==> config.mk <==
export PLATFORM = sky130hd
export DESIGN_NAME = alu_seq
export DESIGN_NICKNAME = d
export VERILOG_FILES = /design/src/rtl/alu_seq_pkg.sv /design/src/rtl/alu_seq_timer.sv /design/src/rtl/alu_seq.sv
export SDC_FILE = /design/constraint.sdc
export NUM_CORES = 1
export LEC_CHECK = 0
export CAP_MARGIN = 20
export CORE_AREA = 2 2 119 121
export CTS_CLUSTER_SIZE = 40
export DETAILED_ROUTE_END_ITERATION = 10
export DIE_AREA = 0 0 121 123
export SYNTH_ARGS = -nofsm -noshare
export SYNTH_HDL_FRONTEND = slang
export SYNTH_HIERARCHICAL = 1
export SYNTH_SLANG_ARGS = --single-unit
export TNS_END_PERCENT = 50
==> constraint.sdc <==
create_clock -name clk -period 2.5 [get_ports clk]
set_input_delay 0.375 -clock clk [delete_from_list [all_inputs] [get_ports clk]]
set_output_delay 0.375 -clock clk [all_outputs]
set_load 0.1 [all_outputs]
==> src/rtl/alu_seq_pkg.sv <==
// alu_seq_pkg: shared ALU opcode, sequencer state and error-bit definitions
package alu_seq_pkg;
   typedef enum logic [1:0] {
      ALU_ADD  = 2'd0,
      ALU_MUL  = 2'd1,
      ALU_DIV  = 2'd2,
      ALU_NAND = 2'd3
   } alu_op_t;
   typedef enum logic [1:0] {
      IDLE,
      START,
      WAIT,
      DONE
   } alu_seq_state_t;
   localparam int ERR_TIMEOUT = 0;
   localparam int ERR_DIVZERO = 1;
endpackage

==> src/rtl/alu_seq_timer.sv <==
// alu_seq_timer: 8-bit saturating watchdog counter that flags expiry at TIMEOUT-1
module alu_seq_timer #(
   parameter int TIMEOUT = 48
) (
   input  logic clk,
   input  logic r,
   input  logic clr,
   input  logic en,
   output logic expired
);
   localparam logic [7:0] LIMIT = 8'(TIMEOUT - 1);
   logic [7:0] cnt;
   // count enabled cycles, holding at the top value instead of wrapping
   always_ff @(posedge clk)
      if (!r || clr) cnt <= '0;
      else if (en && cnt != 8'hff) cnt <= cnt + 8'd1;
   assign expired = cnt == LIMIT;
endmodule

==> src/rtl/alu_seq.sv <==
// alu_seq: request/response sequencer driving the alu block with a timeout watchdog; ALU_SEQ_DIVZERO_EN short-circuits divide-by-zero
module alu_seq
   import alu_seq_pkg::*;
#(
   parameter int TIMEOUT = 48
) (
   input  logic        clk,
   input  logic        r,
   input  logic        req_valid,
   output logic        req_ready,
   input  logic [1:0]  req_op,
   input  logic [31:0] req_x,
   input  logic [31:0] req_y,
   output logic        rsp_valid,
   input  logic        rsp_ready,
   output logic [31:0] rsp_data,
   output logic [1:0]  rsp_err,
   output logic [31:0] alu_x,
   output logic [31:0] alu_y,
   output logic [1:0]  alu_s,
   output logic        alu_r,
   input  logic [31:0] alu_out,
   input  logic        alu_finished
);
   alu_seq_state_t state, state_n;
   logic accept, divzero, expired;
   assign accept = req_valid && state == IDLE;
`ifdef ALU_SEQ_DIVZERO_EN
   assign divzero = req_op == ALU_DIV && req_y == '0;
`else
   assign divzero = 1'b0;
`endif
   assign req_ready = state == IDLE;
   assign rsp_valid = state == DONE;
   assign alu_r     = state == IDLE || state == START;
   alu_seq_timer #(.TIMEOUT(TIMEOUT)) u_timer (
      .clk     (clk),
      .r       (r),
      .clr     (state == START),
      .en      (state == WAIT && !alu_finished),
      .expired (expired)
   );
   // state register
   always_ff @(posedge clk)
      if (!r) state <= IDLE;
      else state <= state_n;
   // next-state decode; a finished ALU takes priority over an expiring timer
   always_comb begin
      state_n = state;
      unique case (state)
         IDLE:  if (accept) state_n = divzero ? DONE : START;
         START: state_n = WAIT;
         WAIT:  if (alu_finished || expired) state_n = DONE;
         DONE:  if (rsp_ready) state_n = IDLE;
      endcase
   end
   // operand latch on accept, result/error capture when leaving WAIT
   always_ff @(posedge clk)
      if (!r) begin
         alu_x    <= '0;
         alu_y    <= '0;
         alu_s    <= '0;
         rsp_data <= '0;
         rsp_err  <= '0;
      end else if (accept) begin
         alu_x                <= req_x;
         alu_y                <= req_y;
         alu_s                <= req_op;
         rsp_data             <= divzero ? '0 : rsp_data;
         rsp_err[ERR_TIMEOUT] <= 1'b0;
         rsp_err[ERR_DIVZERO] <= divzero;
      end else if (state == WAIT && alu_finished) begin
         rsp_data <= alu_out;
      end else if (state == WAIT && expired) begin
         rsp_data             <= '0;
         rsp_err[ERR_TIMEOUT] <= 1'b1;
      end
endmodule

After elaboration in Yosys (flattened, before gate mapping)
Index checks and enable logic that the tools add are counted.
{"block": "classes", "add_sub_neg": 1, "n_mux": 6, "bitwise": 3, "eq_ne": 8, "n_reduce_logical": 16}
{"op": "two-way mux 32 bit", "n": 2}
{"op": "adder 8 x 1 -> 8 bit (second input constant)", "n": 1}
{"op": "== test 8 x 6 -> 1 bit (second input constant)", "n": 1}
{"op": "inequality test 8 bit (second input constant)", "n": 1}
{"op": "case mux 2 bit (4 select lines)", "n": 1}
{"op": "two-way mux 2 bit", "n": 3}
{"op": "logical AND 1 bit", "n": 5}
{"op": "== test 2 bit (second input constant)", "n": 2}
{"op": "inequality test 2 x 1 -> 1 bit (second input constant)", "n": 2}
{"op": "AND reduction 2 bit", "n": 2}
{"op": "logical OR 1 bit", "n": 3}
{"op": "NOT 1 bit", "n": 3}
{"op": "AND reduction 3 bit", "n": 1}
{"op": "== test 2 x 1 -> 1 bit (second input constant)", "n": 1}
{"op": "zero test 1 bit", "n": 2}
{"op": "zero test 2 bit", "n": 1}
{"op": "inequality test 2 bit (second input constant)", "n": 1}
{"op": "nonzero test 2 bit", "n": 1}
{"op": "OR reduction 2 bit", "n": 1}
{"block": "word_totals", "output_inout_bits": 103, "word_cells": 41, "ff_bits": 109}

Logic depth before layout (Yosys ltp)
{"block": "depth", "ltp_word": 4, "ltp_mapped": 8}

By module
The synthesis kept the hierarchy.
{"module": "alu_seq", "seq_area_each_um2": 2021.9, "cells_each": 389, "area_each_um2": 3667.3, "instances": 1}
{"module": "alu_seq_timer", "seq_area_each_um2": 160.2, "cells_each": 48, "area_each_um2": 436.7, "instances": 1}

Worst setup path before layout
Ideal clock, no wire load.
{"block": "synth_timing", "path_kind": "reg-to-output", "start": "reg state[0]", "end": "out alu_r", "t_arrival_ns": 1.835, "path_stages_with_launch": 4, "setup_slack_ns": 0.290, "path_cell_list": "dfxtp_1 > inv_1 > ha_1 > or2_2"}
{"block": "synth_between", "elab_chain_cells": 2, "elab_cells_between_ends": 3}
{"element": "start, declared", "line_no": "alu_seq.sv:25", "rtl": "alu_seq_state_t state, state_n;"}
{"element": "start signal, assigned", "line_no": "alu_seq.sv:46", "rtl": "else state <= state_n;"}
{"element": "zero test 2 bit"}
{"element": "net req_ready", "line_no": "alu_seq.sv:10", "rtl": "output logic req_ready,"}
{"element": "logical OR 1 bit", "line_no": "alu_seq.sv:35", "rtl": "assign alu_r = state == IDLE || state == START;"}
{"element": "end, declared", "line_no": "alu_seq.sv:21", "rtl": "output logic alu_r,"}
The timed path passes the listed nets, and every way through them passes these cells.

Worst setup path in the final report
{"block": "layout_timing", "start": "reg u_timer.cnt[0]", "end": "reg rsp_data[1]"}
{"block": "layout_between", "elab_chain_cells": 4}
{"element": "start, declared", "line_no": "alu_seq_timer.sv:12", "rtl": "logic [7:0] cnt;"}
{"element": "start signal, assigned", "line_no": "alu_seq_timer.sv:16", "rtl": "else if (en && cnt != 8'hff) cnt <= cnt + 8'd1;"}
{"element": "== test 8 x 6 -> 1 bit", "line_no": "alu_seq_timer.sv:17", "rtl": "assign expired = cnt == LIMIT;"}
{"element": "net expired", "line_no": "alu_seq.sv:26", "rtl": "logic accept, divzero, expired;"}
{"element": "logical AND 1 bit", "line_no": "alu_seq.sv:74", "rtl": "end else if (state == WAIT && expired) begin"}
{"element": "nonzero test 2 bit (no source line)"}
{"element": "AND reduction 2 bit (no source line)"}
{"element": "end signal, assigned", "line_no": "alu_seq.sv:69", "rtl": "rsp_data <= divzero ? '0 : rsp_data;"}
{"element": "end signal, assigned", "line_no": "alu_seq.sv:73", "rtl": "rsp_data <= alu_out;"}
{"element": "end, declared", "line_no": "alu_seq.sv:16", "rtl": "output logic [31:0] rsp_data,"}
The timed path passes the listed nets, and every way through them passes these cells.
A chain may end at the register's enable or synchronous reset.

==> key figures <==
Outcome
  – Status: finished, final reports clean

Global route
  – First-pass GRT wire length: about 18000 microns
  – Number of global-route vias before repair: between 3000 and 4000
  – Total track usage: 0.148
  – Grt ovf: 0
  – Initial antenna violation count: 0
  – Largest net degree at the start of global routing: 75

Logic synthesis
  – Flops & latches, synth: about 110
  – Unique cell type count in the Yosys netlist: 35
  – Main synth FF type: dfxtp_1
  – Largest cells by area after synthesis: dfxtp_1, nand2_1, a21boi_0
  – Post-synth top area share: 0.532
  – Synth Area per Inst: around 9.4 sq um
  – Syn Inst Count: roughly 440
  – Post-synth EDFFs: 0
  – Mapped Area: 4100 sq um
  – Fraction of registers with async set/reset: 0
  – Yosys top cell by area: dfxtp_1
  – YS warnings: 6
  – Seq/Total Area, Yosys: 0.532
  – Post-Syn Nets: ~550

Floorplan
  – Die width: around 120 microns
  – DIE AREA: 14900 sq um
  – Die H: around 120 microns
  – Core area: around 14000 sq um
  – Row count: 43
  – Io pins: a little over 200
  – Starting Density: 0.301

Detailed routing
  – Initial DRC count: roughly 120
  – Vias after detailed routing: roughly 3700
  – Avg WL per Cell: 14.1 microns
  – Post-route DRC: 0
  – Drt total wl: 11400 microns
  – First drt pass iteration count: 4
  – Routed vias/inst: between 4 and 5
  – Post-DRT Antenna Nets: 0

Clocking
  – Post-CTS Setup Inserts: 0
  – CTS Buf Count: 9
  – H-Tree Depth: 3
  – Root Buffer: clkbuf_16
  – CTS tree: yes
  – Clock Latency Late Sink: ~0.35 ns
  – CTS clk-pin slew, worst paths: about 0.07 ns
  – Hold Buf Count CTS: 0
  – CTS resizes: 0
  – Max clock buf depth: 2
  – CTS sink count: 109

Timing
  – Period utilization: 0.801
  – Setup violators final: 0
  – Setup TNS: 0 ns
  – Worst Max-Slew Pin Slew: slightly above 0.7 ns
  – Fmax: approximately 0.5 GHz
  – Final min period: 2.00 ns
  – RSZ-0062 raised after global routing: no
  – Final setup margin: 0.498 ns
  – Clock Skew: approximately 0.012 ns
  – Hold Violations, Final: 0
  – Slew HR: 0.524
  – Max-slew violation count: 0

Power
  – Power consumption: between 6 and 7 mW
  – Peak supply drop: between 1 and 1.5 mV
  – P_leak: 2.59 nW
  – PD cells: about 1100 nW/um^2

Layout
  – Area Overhead vs Synth: 53.0%
  – Most common cell after layout, fill and taps aside: nand2_1
  – Most frequent cells in the layout: nand2_1, dfxtp_1, buf_4
  – NumNets Final: around 730
  – # diodes: 0
  – Share of layout cells above drive strength 1: 0.208

Job
  – Maxcap violations: 0

Setup path
  – Startpoint Class: flip-flop
  – Max FO, Critical Path: 32
  – Launching point of the worst reg2reg path: u_timer/cnt[0]
  – Critical path arrival: around 2.2 ns
  – CP required: between 2 and 3 ns
  – Worst setup EP type: flip-flop
  – CP Class: reg -> reg
  – CP startpoint: u_timer/cnt[0]

Worst hold path
  – Hold Path Class: reg -> reg
  – Hold Path Origin: alu_x[12]

Placed design
  – Placer Congestion: roughly 0.74
  – # port buffers: roughly 200
  – Place WS: between 0.2 and 0.3 ns
  – Post-DP HPWL: between 8000 and 9000 microns
## critical path, cell delays in order, from the launching register on
cell and delay, ns:
dfxtp_1 0.41, ha_1 0.26, and3_4 0.24, and4b_1 0.25
o21ai_0 0.11, o21a_4 0.33, a22o_1 0.28
## area by class of cell
cell class / count / area, sq um
fillers: 1314 / 7330
flip-flops and latches: 109 / 2180
repair buffers: 210 / 1850
multi-input cells: 292 / 1720
clock buffers: 10 / 229
well taps: 180 / 225
clock inverters: 6 / 63.8
inverters: 4 / 15.0
## layer usage
metal	track usage	vias to the layer above	wire [microns]
li1	-	1849	-
met5	0	-	0
met4	0.0756	0	292
met3	0.0286	19	558
met2	0.245	103	5660
met1	0.185	1713	4930
## cells by family after synthesis
kind of cell,after synthesis,share of synthesized area
flops,109,0.532
other cells,1,0.000914
compound gates,116,0.220
simple gates,165,0.169
buf+inv,36,0.0503
mux,5,0.0122
fa+ha+maj,5,0.0152
## registers in the layout, summed over array words and instances (netlist names)
register     flops
alu_y           32
u_timer/cnt      8
alu_x           32
alu_s            2
state            2
rsp_err          1
rsp_data        32
## report_power, final
group,leakage [nW],switching (mW),total (mW),internal (mW)
clock,0.138,0.640,1.42,0.776
sequential,0.889,0.142,2.14,2.00
combinational,1.56,2.62,3.37,0.750
## synth_stat cells (all sizes together), types with 3 or more instances
cell type / count
clkbuf: 14
a21oi: 6
a21boi: 67
and4: 3
buf: 18
a211oi: 4
ha: 5
dfxtp: 109
inv: 4
a22o: 32
nand2: 142
and4b: 3
nand2b: 3
nor2b: 3
mux2i: 5
nor2: 3
## path summary, 6_finish.rpt
check                endpoint  depth (start not counted)  slack (ns)
setup / recovery  rsp_data[1]                          6        0.50
hold / removal      alu_x[12]                          2        0.46
setup reg to reg  rsp_data[1]                          6        0.50
hold reg to reg     alu_x[12]                          2        0.46
## metrics by stage
stage          instance area [sq um]  instances  hold slack (ns)   util
2_1_floorplan                   4100        437            0.461      -
3_3_place_gp                    5960        794            0.444  0.438
3_5_place_dp                    5960        794            0.451  0.438
4_1_cts                         6250        810            0.463  0.459
5_1_grt                         6280        811            0.475  0.461
6_report                        6280        811            0.457  0.461
(Power assumes the default switching activity.)
